File: src/rtl/ps2_device_pkg.sv
// Shared types and frame constants for the
// device-side PS/2 link layer.
package ps2_device_pkg;

  typedef enum logic [2:0] {
    ST_HOLDOFF,
    ST_IDLE,
    ST_TX_HIGH,
    ST_TX_LOW,
    ST_RX_LOW,
    ST_RX_HIGH
  } state_e;

  localparam int FRAME_BITS   = 11;
  localparam int RX_DATA_BITS = 8;
  localparam int PARITY_INDEX = 8;
  localparam int STOP_INDEX   = 9;
  localparam int ACK_INDEX    = 10;

  // start 0, data LSB first, odd parity, stop 1
  function automatic logic [FRAME_BITS-1:0] tx_frame(
    input logic [7:0] b
  );
    return {1'b1, ~^b, b, 1'b0};
  endfunction

endpackage

File: src/rtl/ps2_device_half_bit_timer.sv
// Shared down-counter for half-bit phases and the
// holdoff window; flags last cycle and mid-point.
module ps2_device_half_bit_timer #(
  parameter int unsigned HALF_BIT_CYCLES = 1500,
  parameter int unsigned CNT_W           = 16
) (
  input  logic             clk,
  input  logic             rst_n,
  input  logic             load_i,
  input  logic [CNT_W-1:0] load_val_i,
  input  logic             dec_i,
  output logic             zero_o,
  output logic             expire_o,
  output logic             mid_o,
  output logic             early_o
);

  localparam logic [CNT_W-1:0] MID =
    CNT_W'(HALF_BIT_CYCLES - HALF_BIT_CYCLES / 2);

  logic [CNT_W-1:0] cnt_q;

  always_ff @(posedge clk or negedge rst_n) begin
    if (!rst_n) begin
      cnt_q <= '0;
    end else if (load_i) begin
      cnt_q <= load_val_i;
    end else if (dec_i && cnt_q != '0) begin
      cnt_q <= cnt_q - CNT_W'(1);
    end
  end

  assign zero_o   = (cnt_q == '0);
  assign expire_o = (cnt_q == CNT_W'(1));
  assign mid_o    = (cnt_q == MID);
  assign early_o  = (cnt_q > MID);

endmodule

File: src/rtl/ps2_device_link.sv
// Device-side PS/2 link: clock generation, device->host
// byte transmit with inhibit retry, host->device receive.
module ps2_device_link
  import ps2_device_pkg::*;
#(
  parameter int unsigned HALF_BIT_CYCLES = 1500,
  parameter int unsigned IDLE_CYCLES     = 2400
) (
  input  logic       clk,
  input  logic       reset_low,
  input  logic       ps2_clk_in,
  output logic       ps2_clk_out,
  output logic       ps2_clk_oe,
  input  logic       ps2_data_in,
  output logic       ps2_data_out,
  output logic       ps2_data_oe,
  output logic       tx_ready,
  input  logic       tx_valid,
  input  logic [7:0] tx_byte,
  input  logic       rx_ready,
  output logic       rx_valid,
  output logic [7:0] rx_byte,
  output logic       rx_error
);

  localparam int unsigned MAXC =
    (HALF_BIT_CYCLES > IDLE_CYCLES) ?
    HALF_BIT_CYCLES : IDLE_CYCLES;
  localparam int unsigned CNT_W = $clog2(MAXC + 1);
  localparam logic [CNT_W-1:0] HALF_V =
    CNT_W'(HALF_BIT_CYCLES);
  localparam logic [CNT_W-1:0] IDLE_V1 =
    CNT_W'(IDLE_CYCLES - 1);
  localparam logic [3:0] LAST4 = 4'(FRAME_BITS - 1);
  localparam logic [3:0] STOP4 = 4'(STOP_INDEX);
  localparam logic [3:0] ACK4  = 4'(ACK_INDEX);

  state_e            state_q, state_d;
  logic [3:0]        bit_q, bit_d;
  logic              held_q, held_d;
  logic [7:0]        txb_q, txb_d;
  logic [STOP_INDEX:0] sr_q, sr_d;
  logic              bad_q, bad_d;
  logic              rxv_q, rxv_d;
  logic [7:0]        rxb_q, rxb_d;
  logic              rxe_q, rxe_d;

  logic             tmr_load, tmr_dec;
  logic [CNT_W-1:0] tmr_val;
  logic             tmr_zero, tmr_expire;
  logic             tmr_mid, tmr_early;
  logic             clk_oe_c, data_oe_c, ready_c;
  logic             rts;
  logic [FRAME_BITS-1:0] frame;

  ps2_device_half_bit_timer #(
    .HALF_BIT_CYCLES(HALF_BIT_CYCLES),
    .CNT_W          (CNT_W)
  ) u_timer (
    .clk       (clk),
    .rst_n     (reset_low),
    .load_i    (tmr_load),
    .load_val_i(tmr_val),
    .dec_i     (tmr_dec),
    .zero_o    (tmr_zero),
    .expire_o  (tmr_expire),
    .mid_o     (tmr_mid),
    .early_o   (tmr_early)
  );

  assign rts   = ps2_clk_in & ~ps2_data_in;
  assign frame = tx_frame(txb_q);

  always_ff @(posedge clk or negedge reset_low) begin
    if (!reset_low) begin
      state_q <= ST_HOLDOFF;
      bit_q   <= '0;
      held_q  <= 1'b0;
      txb_q   <= '0;
      sr_q    <= '0;
      bad_q   <= 1'b0;
      rxv_q   <= 1'b0;
      rxb_q   <= '0;
      rxe_q   <= 1'b0;
    end else begin
      state_q <= state_d;
      bit_q   <= bit_d;
      held_q  <= held_d;
      txb_q   <= txb_d;
      sr_q    <= sr_d;
      bad_q   <= bad_d;
      rxv_q   <= rxv_d;
      rxb_q   <= rxb_d;
      rxe_q   <= rxe_d;
    end
  end

  always_comb begin
    state_d   = state_q;
    bit_d     = bit_q;
    held_d    = held_q;
    txb_d     = txb_q;
    sr_d      = sr_q;
    bad_d     = bad_q;
    rxv_d     = rxv_q & ~rx_ready;
    rxb_d     = rxb_q;
    rxe_d     = rxe_q;
    tmr_load  = 1'b0;
    tmr_val   = HALF_V;
    tmr_dec   = 1'b0;
    clk_oe_c  = 1'b0;
    data_oe_c = 1'b0;
    ready_c   = 1'b0;
    unique case (state_q)
      ST_HOLDOFF: begin
        // zero count means "restart": first high cycle counts as one
        if (!(ps2_clk_in & ps2_data_in)) begin
          tmr_load = 1'b1;
          tmr_val  = '0;
        end else if (tmr_zero) begin
          if (IDLE_CYCLES <= 1) begin
            state_d = ST_IDLE;
          end else begin
            tmr_load = 1'b1;
            tmr_val  = IDLE_V1;
          end
        end else if (tmr_expire) begin
          state_d = ST_IDLE;
        end else begin
          tmr_dec = 1'b1;
        end
      end
      ST_IDLE: begin
        ready_c = ~rts & ~rxv_q & ~held_q;
        if (rts) begin
          if (!rxv_q) begin
            state_d  = ST_RX_LOW;
            bit_d    = '0;
            bad_d    = 1'b0;
            tmr_load = 1'b1;
          end
        end else if (held_q || (ready_c && tx_valid)) begin
          if (!held_q) begin
            txb_d  = tx_byte;
            held_d = 1'b1;
          end
          state_d  = ST_TX_HIGH;
          bit_d    = '0;
          tmr_load = 1'b1;
        end
      end
      ST_TX_HIGH: begin
        data_oe_c = ~frame[bit_q];
        if (!ps2_clk_in) begin
          state_d  = ST_HOLDOFF;
          tmr_load = 1'b1;
          tmr_val  = '0;
        end else if (tmr_expire) begin
          state_d  = ST_TX_LOW;
          tmr_load = 1'b1;
        end else begin
          tmr_dec = 1'b1;
        end
      end
      ST_TX_LOW: begin
        clk_oe_c  = 1'b1;
        data_oe_c = ~frame[bit_q];
        if (tmr_expire) begin
          tmr_load = 1'b1;
          if (bit_q == LAST4) begin
            state_d = ST_HOLDOFF;
            held_d  = 1'b0;
            tmr_val = '0;
          end else begin
            state_d = ST_TX_HIGH;
            bit_d   = bit_q + 4'd1;
          end
        end else begin
          tmr_dec = 1'b1;
        end
      end
      ST_RX_LOW: begin
        clk_oe_c  = 1'b1;
        data_oe_c = (bit_q == ACK4);
        if (tmr_expire) begin
          state_d  = ST_RX_HIGH;
          tmr_load = 1'b1;
        end else begin
          tmr_dec = 1'b1;
        end
      end
      ST_RX_HIGH: begin
        data_oe_c = (bit_q == ACK4) & tmr_early;
        if (tmr_mid && bit_q <= STOP4) begin
          sr_d[bit_q] = ps2_data_in;
        end
        if (tmr_expire) begin
          tmr_load = 1'b1;
          state_d  = ST_RX_LOW;
          if (bit_q == ACK4) begin
            rxb_d   = sr_q[RX_DATA_BITS-1:0];
            rxe_d   = ~^sr_q[PARITY_INDEX:0];
            rxv_d   = 1'b1;
            state_d = ST_HOLDOFF;
            tmr_val = '0;
          end else if (bit_q == STOP4) begin
            // bad stop: clock on until host lets data go high
            if (!sr_q[STOP_INDEX]) begin
              bad_d = 1'b1;
            end else if (bad_q) begin
              state_d = ST_HOLDOFF;
              tmr_val = '0;
            end else begin
              bit_d = ACK4;
            end
          end else begin
            bit_d = bit_q + 4'd1;
          end
        end else begin
          tmr_dec = 1'b1;
        end
      end
      default: begin
        state_d = ST_HOLDOFF;
      end
    endcase
  end

  assign ps2_clk_out  = 1'b0;
  assign ps2_data_out = 1'b0;
  assign ps2_clk_oe   = clk_oe_c;
  assign ps2_data_oe  = data_oe_c;
  assign tx_ready     = ready_c;
  assign rx_valid     = rxv_q;
  assign rx_byte      = rxb_q;
  assign rx_error     = rxe_q;

endmodule
File: config.mk
export PLATFORM = sky130hd
export DESIGN_NAME = ps2_device_link
export DESIGN_NICKNAME = d
export VERILOG_FILES = /design/src/rtl/ps2_device_pkg.sv /design/src/rtl/ps2_device_half_bit_timer.sv /design/src/rtl/ps2_device_link.sv
export SDC_FILE = /design/constraint.sdc
export NUM_CORES = 1
export LEC_CHECK = 0
export CORE_MARGIN = 2
export CORE_UTILIZATION = 55
export DETAILED_ROUTE_END_ITERATION = 16
export HOLD_SLACK_MARGIN = 0.02
export PLACE_DENSITY = 0.74
export RECOVER_POWER = 25
export SYNTH_ARGS = -nofsm -noshare
export SYNTH_HDL_FRONTEND = slang
export SYNTH_SLANG_ARGS = --single-unit
File: constraint.sdc
create_clock -name clk -period 7.65 [get_ports clk]
set_input_delay 1.1475 -clock clk [delete_from_list [all_inputs] [get_ports clk]]
set_output_delay 1.1475 -clock clk [all_outputs]
set_load 0.02 [all_outputs]
Word-level counts from Yosys, hierarchy flattened

Index checks and enable logic that the tools add are counted.

Bits in registers: 49
Output and inout bits: 15

Add/subtract/negate cells: 2
Magnitude comparators: 4
Equal/unequal tests: 29
Multiplexer cells: 77
Bitwise gates (word level): 12
Reduce and logical (&&, ||, !) cells: 24

Operator list:

| cell                  | number |
|---|---|
| $mux 11               | 8 |
| $mux 12               | 4 |
| $pmux 12 s4           | 1 |
| $mux 3                | 15 |
| $mux 4                | 10 |
| $ne 2x2->1 const B    | 15 |
| $mux 1                | 28 |
| $pmux 3 s6            | 1 |
| $reduce_and 9->1      | 2 |
| $ne 3x3->1 const B    | 5 |
| $eq 12x1->1 const B   | 1 |
| $eq 12x10->1 const B  | 1 |
| $gt 12x10->1 const B  | 1 |
| $logic_not 12->1      | 1 |
| $pmux 4 s3            | 1 |
| $reduce_bool 12->1    | 1 |
| $sub 12x1->12 const B | 1 |
| $bwmux 10             | 1 |
| $reduce_xnor 9->1     | 1 |
| $eq 4x4->1 const B    | 2 |
| $reduce_xnor 8->1     | 1 |
| $reduce_and 7->1      | 1 |
| $and 1x1->1           | 6 |
| $eq 3x2->1 const B    | 2 |
| 24 further kinds      | 38 |

Logic depth before layout (Yosys ltp)

Gate-level depths: netlist of run 1.

Depth after elaboration: 11
Gate-level depth with buffers: 9

Modules after synthesis

Synthesis of run 1 repeated with hierarchy kept, for this count alone.

Cells, all modules: 342
Area total of the unflattened synthesis: 3,306.9 µm²

Modules (own cells, without submodules):

| module                    | instances | cells an instance | area each (µm²) | seq. area each (µm²) |
|---|---|---|---|---|
| ps2_device_link           | 1         | 227               | 2,366.0         | 925.9 |
| ps2_device_half_bit_timer | 1         | 115               | 940.9           | 300.3 |

Worst setup path after synthesis of run 1

Ideal clock, no wire load.

Path kind: input to output
Start point: input ps2_data_in
End point: output tx_ready
Arrival: 2.232 ns
Path slack: 4.270 ns
Cell stages on the path: 3
Buffers on the path: 1
Path through: clkbuf_1 nor2b_1 nor4_1

Cells in the longest elaborated chain, start to end: 6

RTL lines:

| what                       | line                   | text |
|---|---|---|
| start: declaration         | ps2_device_link.sv:14  | `input logic ps2_data_in,` |
| $not 1->1                  | ps2_device_link.sv:71  | `assign rts = ps2_clk_in & ~ps2_data_in;` |
| $and 1x1->1                | ps2_device_link.sv:71  |  |
| $not 1->1 (no source line) | -                      |  |
| $and 1x1->1 (2 in series)  | ps2_device_link.sv:134 | `ready_c = ~rts & ~rxv_q & ~held_q;` |
| $mux 1                     | ps2_device_link.sv:114 | `unique case (state_q)` |
| end: declaration           | ps2_device_link.sv:17  | `output logic tx_ready,` |

Every way passes these cells.

Final worst setup path of run 1

Ends and elaborated chain as after synthesis.

==> qor.csv, run 1 <==
stage,metric,value,unit
run_status,status,"complete, but fails checks",
run_status,violations,"capacitance limit, slew limit",
clock_tree,cts_inserted_buffers,5,
timing,worst_pin_slew,2.61,ns
synthesis,dominantRegCellSynth,dfrtp_1,
flow_run,cap_violations,1,
timing,drv_slew,50,
timing,fmax,232,MHz
synthesis,synth_cells,317,
pwr,p_leak,1.39,nW
synthesis,syn_area,3070,um2
placed_design,post-dp-hpwl,4.28,mm
route,vias_per_cell,5.87,
route,drt_first_iter_violations,169,
global_routing,grt_pass1_wl,10.8,mm
clock_tree,post_cts_resized,0,
global_routing,grt-ovfl-total,0,
critical_path,required,6.50,ns
global_routing,grt_max_degree,50,
final_layout,area_delta_synth_final,11.7,%
critical_path,endpoint_kind,primary output,
clock_tree,post_cts_buffers,0,
final_layout,instances_no_fill,407,
global_routing,grt_pass1_vias,2280,
die,die_h,78.7,um
die,die_area,6190,um2
synthesis,synth_top_cell_by_area,dfrtp_1,
timing,finalHoldViolations,0,
final_layout,final_cell_mix,"49 x dfrtp_1, 27 x mux2_2, 26 x nand2_1",
clock_tree,cts_tree,done,
pwr,peakVddDrop,0.0997,mV
critical_path,crit_path_max_fanout,18,
timing,setup_violations,0,
synthesis,ys_warn_count,0,
timing,grt_setup_unrepaired,false,
global_routing,antenna_found_initial,0,
global_routing,grt_util_all_layers,21.6,%
placed_design,io_buffers,26,
die,die_x,78.7,um
timing,layout_min_cycle_time,4.31,ns
synthesis,synth.avg_cell_area,9.67,um2
die,start_util,56.4,%
clock_tree,clock-sinks,49,
die,rows,27,
synthesis,yosysTopAreaCellShare,40.0,%
timing,worst_slack,3.34,ns
route,drc,0,
clock_tree,cts_hold_buf,0,
die,fp.coreArea,5440,um2
final_layout,nNetsFinal,360,
critical_path,start_kind,input port,
synthesis,synthTopCellsByArea,"dfrtp_1 40%, mux2_2 9.9%, ha_1 4.9%",
placed_design,dp_cells,399,
timing,period_share,56.3,%
synthesis,synth.yosys.seq_area_share,40.0,%
critical_path,critPathArrivalTime,3.16,ns
clock_tree,clkTransAtPathRegs,0.10,ns
die,ios,29,
synthesis,synthDistinctLibCells,53,
route,via_count,2391,
route,postRouteAntennaNets,0,
timing,finalClockSkew,0.0111,ns
final_layout,layout_commonest_cell,dfrtp_1,
route,drt-pass1-iter-count,4,
clock_tree,insertion_delay,0.31,ns
min_path,hold_path_class,flip-flop to flip-flop,
pwr,p_total,556,uW
critical_path,critPathKind,input port to primary output,
route,detail_route.wirelength,5.99,mm
route,post_drt_wl_per_cell,14.7,um
placed_design,dp_slack,3.35,ns
final_layout,drive_gt1_share,13.7,%
pwr,p_per_area,163,nW/um2
synthesis,ys_seq_elements,49,
timing,setup_tns,0,ns
clock_tree,cts.path.max_buffers,2,
synthesis,synth_edf_count,0,
clock_tree,root_buffer,clkbuf_8,
final_layout,antenna_cells,0,
timing,relSlewSlack,-74.3,%
clock_tree,h-tree-depth,2,
synthesis,async_flop_share,100,%
placed_design,routabilityCongestion,0.858,
-- final timing paths --
path                                        start                       endpoint  slack (ns)  cells past startpoint
setup / recovery                      ps2_data_in                       tx_ready        3.34                      4
hold / removal               rx_error$_DFFE_PN0P_           rx_error$_DFFE_PN0P_        0.50                      2
setup reg to reg           state_q[0]$_DFFE_PN0P_   u_timer.cnt_q[3]$_DFFE_PN0P_        4.74                      6
hold reg to reg              rx_error$_DFFE_PN0P_           rx_error$_DFFE_PN0P_        0.50                      2
max in group asynchronous               reset_low  u_timer.cnt_q[11]$_DFFE_PN0P_        4.52                      1
min in group asynchronous               reset_low           rx_error$_DFFE_PN0P_        1.65                      1
-- synthesized netlist by cell type, types with 3 or more instances --
cell type / count
o31ai_1: 5
nor3_1: 12
a21oi_1: 18
nor4_1: 4
nand2b_1: 5
nor2b_1: 7
or3_1: 3
dfrtp_1: 49
nand4_1: 5
nand3_1: 9
ha_1: 12
inv_1: 9
o21ai_0: 14
mux2_2: 27
and2_1: 4
clkbuf_1: 10
a31oi_1: 6
xnor2_1: 14
xor2_1: 8
nand3b_1: 3
or4_1: 4
nor3b_1: 3
nand2_1: 26
a211oi_1: 3
buf_2: 4
nor2_1: 19
-- where the power goes --
part,internal (mW),switching (mW)
registers,0.273,0.0243
clock network,0.0661,0.0930
logic,0.0466,0.0531
total,0.386,0.170
-- cell families (layout without fill, tap and decap cells) --
kind of cell,Yosys count,in the layout,share of synthesized area [%]
AND/OR/NAND/NOR,111,111,19.5
AO/OA/AOI/OAI,66,66,14.0
flip-flops,49,49,40.0
multiplexers,29,29,11.0
buffers and inverters,26,43,3.84
XOR/XNOR,22,22,6.29
adder cells (fa/ha/maj),13,13,5.22
other,1,2,0.122
-- critical path, stage by stage --
cell             delay [ns]
clkdlybuf4s50_1        0.83
nor2b_1                0.18
nor4_1                 0.33
clkdlybuf4s50_1        0.68
-- registers in the layout, indices dropped and copies added, names as in the netlist --
signal / flops
bad_q: 1
bit_q: 4
held_q: 1
rx_byte: 8
rx_error: 1
rx_valid: 1
sr_q: 10
state_q: 3
txb_q: 8
u_timer.cnt_q: 12
-- per-layer routing --
| metal | part of all wire [%] | up-vias | track usage [%] |
|---|---|---|---|
| met3 | 5.1 | 5 | 4.25 |
| met2 | 46 | 66 | 33.8 |
| met5 | 0 | - | 0 |
| met1 | 48 | 1151 | 30.7 |
| li1 | - | 1169 | - |
| met4 | 0.72 | 0 | 5.61 |
-- per-stage QoR --
| step | area [um2] | utilization (%) | hold slack (ns) |
|---|---|---|---|
| after global routing | 3420 | 62.9 | 0.533 |
| final | 3420 | 62.9 | 0.501 |
| after floorplan | 3070 | - | 0.502 |
| after global placement | 3330 | 61.2 | 0.462 |
| after CTS | 3420 | 63.0 | 0.507 |
| after detailed placement | 3330 | 61.2 | 0.483 |
-- cell type report --
cell class | instances | area (um2)
Sequential cell | 49 | 1230
Fill cell | 477 | 2020
Multi-Input combinational cell | 243 | 1730
Clock buffer | 5 | 68.8
Tap cell | 72 | 90.1
Inverter | 9 | 33.8
Clock inverter | 3 | 25.0
Timing Repair Buffer | 26 | 254
Note: power is estimated with default switching activity, not from simulation.
==> inputs of run 2 (changes only) <==
Settings changed: CORE_UTILIZATION 55 to 52, PLACE_DENSITY 0.74 to 0.73.
Clock period 7.65 ns to 3.5 ns, I/O delays scaled along.
==> qor.csv, run 2 (synthesis results as in run 1) <==
stage,metric,value,unit,change
run_status,status,"complete, but fails checks",,
critical_path,start_kind,flip-flop,,
global_routing,grt_use_met2,35.8,%,+2.1 points
die,rows,27,,unchanged
critical_path,path_cells,"nor2b_1, nand2_1, nor4_1, nand2_1, o21ai_0, clkdlybuf4s50_1",,
die,start_util,54.7,%,-1.7 points
critical_path,critPathKind,flip-flop to primary output,,
pwr,seqPwrFrac,52.8,%,-0.7 points
final_layout,fillerInstances,497,,+4.2%
critical_path,critPathArrivalTime,2.60,ns,-0.56 ns
final_layout,largest_register,u_timer.cnt_q,,
min_path,hp-start,rx_error$_DFFE_PN0P_,,
global_routing,grt_busiest_layer,met2,,
timing,drv_slew,50,,unchanged
final_layout,nNetsFinal,366,,+1.7%
critical_path,timing.rr.start,bit_q[0]$_DFFE_PN0P_,,
placed_design,io_buffers,26,,unchanged
clock_tree,cts.path.max_buffers,2,,unchanged
timing,layout_min_cycle_time,3.13,ns,
clock_tree,root_buffer,clkbuf_8,,
global_routing,antenna_found_initial,0,,unchanged
final_layout,largest_reg_flops,12,,unchanged
pwr,power_switching,383,uW,+120%
timing,setup_violations,0,,unchanged
final_layout,layout_commonest_cell,dfrtp_1,,
global_routing,met3_usage,3.22,%,-1.0 points
critical_path,cpLargestDelayFamily,simple AND/OR/NAND/NOR gates,,
clock_tree,insertion_delay,0.32,ns,about the same
die,fp.coreArea,5610,um2,+3.1%
clock_tree,post_cts_resized,0,,unchanged
flow_run,cap_violations,1,,unchanged
pwr,p_per_area,355,nW/um2,+120%
route,via_count,2388,,-0.13%
clock_tree,h-tree-depth,2,,unchanged
placed_design,dp_cells,405,,+1.5%
final_layout,multi_input_area,1730,um2,unchanged
global_routing,grt_pass1_vias,2402,,+5.4%
timing,fmax,320,MHz,
min_path,hold_path_class,flip-flop to flip-flop,,
timing,period_share,89.3,%,
pwr,p_int,847,uW,+120%
clock_tree,clkTransAtPathRegs,0.11,ns,about the same
timing,setup_tns,0,ns,unchanged
clock_tree,cts_inserted_buffers,5,,unchanged
route,drt_first_iter_violations,265,,+57%
final_layout,seq_area,1230,um2,unchanged
timing,finalClockSkew,0.0140,ns,+0.00296 ns
global_routing,grt_util_all_layers,22.2,%,+0.59 points
placed_design,post-dp-hpwl,4.54,mm,+6.0%
clock_tree,cts_tree,done,,
die,die_area,6530,um2,+5.5%
critical_path,endpoint_kind,primary output,,
timing,relSlewSlack,-72.1,%,+2.2 points
final_layout,instances_no_fill,413,,+1.5%
critical_path,slowest_stage,clkdlybuf4s50_1,,
die,die_h,80.8,um,+2.7%
critical_path,crit_path_max_fanout,10,,-8
clock_tree,cts_hold_buf,0,,unchanged
route,post_drt_wl_per_cell,15.5,um,+5.2%
critical_path,crit_top_cell,nand2_1,,
pwr,swShare,31.1,%,+0.50 points
pwr,clkPwrFrac,28.9,%,+0.3 points
clock_tree,clock-sinks,49,,unchanged
route,drt-pass1-iter-count,4,,unchanged
die,ios,29,,unchanged
global_routing,grt-ovfl-total,0,,unchanged
placed_design,routabilityCongestion,0.880,,+2.6%
final_layout,drive_gt1_share,15.2,%,+1.5 points
die,die_x,80.8,um,+2.7%
route,vias_per_cell,5.78,,-1.6%
global_routing,grt_pass1_wl,11.3,mm,+5.1%
pwr,peakVddDrop,0.180,mV,+81%
critical_path,max_stage_delay,0.65,ns,-0.18 ns
clock_tree,post_cts_buffers,0,,unchanged
final_layout,final_cell_mix,"49 x dfrtp_1, 27 x mux2_2, 26 x nand2_1",,
final_layout,antenna_cells,0,,unchanged
global_routing,use_met1,30.3,%,-0.42 points
timing,worst_pin_slew,2.58,ns,-0.0327 ns
critical_path,required,2.97,ns,-3.53 ns
pwr,combPwrFrac,18.3,%,+0.4 points
run_status,violations,"capacitance limit, slew limit",,
route,drc,0,,unchanged
timing,finalHoldViolations,0,,unchanged
critical_path,cp-startpoint,bit_q[3]$_DFFE_PN0P_,,
pwr,p_leak,1.42,nW,+2.2%
route,postRouteAntennaNets,0,,unchanged
critical_path,critPathBufInv,1,,-1
route,detail_route.wirelength,6.39,mm,+6.7%
final_layout,area_delta_synth_final,13.1,%,
timing,grt_setup_unrepaired,false,,
global_routing,grt_max_degree,50,,unchanged
final_layout,top_regs,"u_timer.cnt_q (12), sr_q (10)",,
==> run 2: cell types whose count changed in the layout (fill, tap and decap cells not counted) <==
| cell | delta |
|---|---|
| buf_4 | +6 |
==> run 2: cell type report <==
type	instances	area share, %
inverters	9	0.974
repair buffers	32	8.62
clock inverters	3	0.721
flip-flops and latches	49	35.4
multi-input cells	243	49.7
clock buffers	5	1.98
well taps	72	2.60
==> run 2: final timing paths <==
kind                                          end  slack (ns)  cells after the start
max                                   ps2_data_oe        0.37                      6
min                          rx_error$_DFFE_PN0P_        0.49                      2
max reg2reg                  bit_q[3]$_DFFE_PN0P_        0.74                      7
min reg2reg                  rx_error$_DFFE_PN0P_        0.49                      2
max in group asynchronous    txb_q[1]$_DFFE_PN0P_        1.03                      1
min in group asynchronous  rx_byte[1]$_DFFE_PN0P_        0.99                      1
==> run 2: per-stage QoR <==
stage                     util, %  hold WS [ns]  area (um2)  setup WS [ns]  total power [mW]
after global placement       60.2         0.462        3380          0.584             0.883
final                        61.8         0.495        3470          0.375              1.23
after global routing         61.8         0.539        3470          0.143              1.30
after detailed placement     60.2         0.476        3380          0.509             0.886
after floorplan                 -         0.229        3070          0.824             0.821
after CTS                    61.9         0.450        3470          0.372              1.24
==> run 2: routing by layer <==
metal | routed length [um] | share of wire [%]
met5 | 0 | 0
met4 | 140 | 2.2
met3 | 279 | 4.4
met2 | 2960 | 46
met1 | 3010 | 47
==> run 2: worst min-delay path: stages, from the launching register on <==
cell and delay, ns:
dfrtp_1 0.36, nand2_1 0.05, o21ai_0 0.06
==> run 2: power by group through the flow <==
stage,registers [mW],logic [mW],clock network [mW]
floorplan,0.635,0.186,0
global placement,0.660,0.223,0
detailed placement,0.661,0.226,0
CTS,0.649,0.228,0.363
global route,0.658,0.256,0.390
finish,0.650,0.225,0.355
==> RTL change, RTL diff (flow settings as in run 2) <==
`sr_q` no longer has a reset.
--- a/src/rtl/ps2_device_link.sv
+++ b/src/rtl/ps2_device_link.sv
@@ -77,7 +77,6 @@
       bit_q   <= '0;
       held_q  <= 1'b0;
       txb_q   <= '0;
-      sr_q    <= '0;
       bad_q   <= 1'b0;
       rxv_q   <= 1'b0;
       rxb_q   <= '0;
@@ -87,12 +86,15 @@
       bit_q   <= bit_d;
       held_q  <= held_d;
       txb_q   <= txb_d;
-      sr_q    <= sr_d;
       bad_q   <= bad_d;
       rxv_q   <= rxv_d;
       rxb_q   <= rxb_d;
       rxe_q   <= rxe_d;
     end
+  end
+
+  always_ff @(posedge clk) begin
+    sr_q <= sr_d;
   end
 
   always_comb begin
Behaviour: same outputs for any inputs over 10 cycles, from zero or initial values and one cycle with reset_low low; that may be too few to reach the edited logic, so the function may still have changed.
==> RTL change against run 2 <==
The flow still finishes with violations (max-capacitance violations, max-slew violations); sequential cell count unchanged; cell count decreased by 5.3%; largest cell class unchanged; register-to-register slack improved by 0.24 ns; design area decreased by 1.8%; first-iteration DRC count decreased by 32%; highest routed layer unchanged; critical path depth increased by 1; area after synthesis decreased by 1.9%; critical path type unchanged; worst setup slack got worse by 0.058 ns; non-clock buffer count decreased by 3; synthesized cell count decreased by 7.3%; routed wire length decreased by 6.8%; sequential share of layout area increased by 2.1 points.
Power is not compared: it rests on default switching activity, and its combinational part moved more than twofold at a synthesized area within 25%.
==> RTL change: results (changes against run 2) <==
path_delay_family: "compound AO/OA/AOI/OAI gates"  # was simple AND/OR/NAND/NOR gates
violations: "max-capacitance violations, max-slew violations"  # unchanged
grt_util_all_layers_pct: 20.51  # was 22.18%
drive_gt1_share_pct: 10.97  # was 15.25%
setup.worst_path.start: "bit_q[0]"  # was bit_q[3]
dp_hpwl_mm: 4.394  # was 4.536 mm
status: "finished, violations left"  # unchanged
place_area_sq_um: 3308  # was 3376 sq um
drv_slew: 40  # was 50
routedWlPerCell_um: 15.23  # was 15.47 um
finalNetCount: 344  # was 366
yosys-top-cells-area: "dfrtp_1 (32%), edfxtp_1 (10%), mux2_2 (6.0%), ha_1 (5.0%), xnor2_1 (4.1%)"  # was dfrtp_1 (40%), mux2_2 (9.9%), ha_1 (4.9%), xnor2_1 (4.0%), nand2_1 (3.2%)
synth_edf_count: 10  # was 0
seq_cells: 49  # unchanged
r2r_slack_ns: 0.98  # was 0.74 ns
async_flop_share_pct: 79.59  # was 100.0%
crit_path_max_fanout: 11  # was 10
multi_input_area_share_pct: 47.67  # was 49.75%
fillCellCount: 486  # was 497
multi_input_gates: 222  # was 243
worstReg2RegStart: "u_timer.cnt_q[1]"  # was bit_q[0]
cp.arrival_ns: 2.66  # was 2.60 ns
nonClkBufAreaFrac_pct: 8.122  # was 8.622%
dpl_worst_slack_ns: 0.5934  # was 0.5088 ns
yosysSeqAreaShare_pct: 42.45  # was 40.00%
grt_max_degree: 40  # was 50
drv_cap: 1  # unchanged
finalClockSkew_ns: 0.004281  # was 0.01403 ns
clk_share_pct: 2.867  # was 2.706%
seq_share_pct: 37.49  # was 35.35%
grt_pass1_wl_mm: 10.23  # was 11.34 mm
nNonClkInverters: 11  # was 9
synth_common_cells: "dfrtp_1 (39), nor2_1 (23), nand2_1 (17), mux2_2 (16), xnor2_1 (14)"  # was dfrtp_1 (49), mux2_2 (27), nand2_1 (26), nor2_1 (19), a21oi_1 (18)
RTL change: changes by cell type after synthesis, moves of 5 or more:
cell      delta
and2_1       +6
dfrtp_1     -10
edfxtp_1    +10
a21oi_1      -5
mux2i_1      +5
nand2_1      -9
o21ai_0      -5
mux2_2      -11
clkbuf_1     -6
RTL change: worst paths after layout:
check,endpoint,cells after the start
max,ps2_data_oe,7
min,rx_byte[5],1
max reg2reg,bit_q[2],8
min reg2reg,rx_byte[5],1
max in group asynchronous,u_timer.cnt_q[0],1
min in group asynchronous,rx_byte[1],1
RTL change: logic make-up after synthesis:
family | share of synthesized area [%]
AND/OR/NAND/NOR | 19.93
AO/OA/AOI/OAI | 12.78
other | 0.1247
flip-flops | 42.45
buffers and inverters | 3.703
XOR/XNOR | 7.283
adder cells (fa/ha/maj) | 4.994
multiplexers | 8.739
RTL change: power by group:
part           internal (W)  switching (W)
Combinational     0.0000144      0.0000187
Sequential         0.000582              0
Clock              0.000150       0.000221
RTL change: layer usage:
metal | vias to the layer above | share of wire [%] | routed length (um) | GRT usage, %
met4 | 0 | 1.7 | 104 | 7.288
met3 | 10 | 5.1 | 303 | 3.507
li1 | 1102 | - | - | -
met5 | - | 0 | 0 | 0
met1 | 1079 | 48 | 2883 | 28.92
met2 | 71 | 45 | 2663 | 31.83
RTL change: per-stage QoR:
step	hold WS, ns	std cells	total power, W
global placement	0.4887	383	0.0006269
floorplan	0.2294	295	0.0006014
detailed placement	0.4963	383	0.0006277
finish	0.5153	391	0.0009853
CTS	0.3554	391	0.0009955
global route	0.5359	391	0.001024
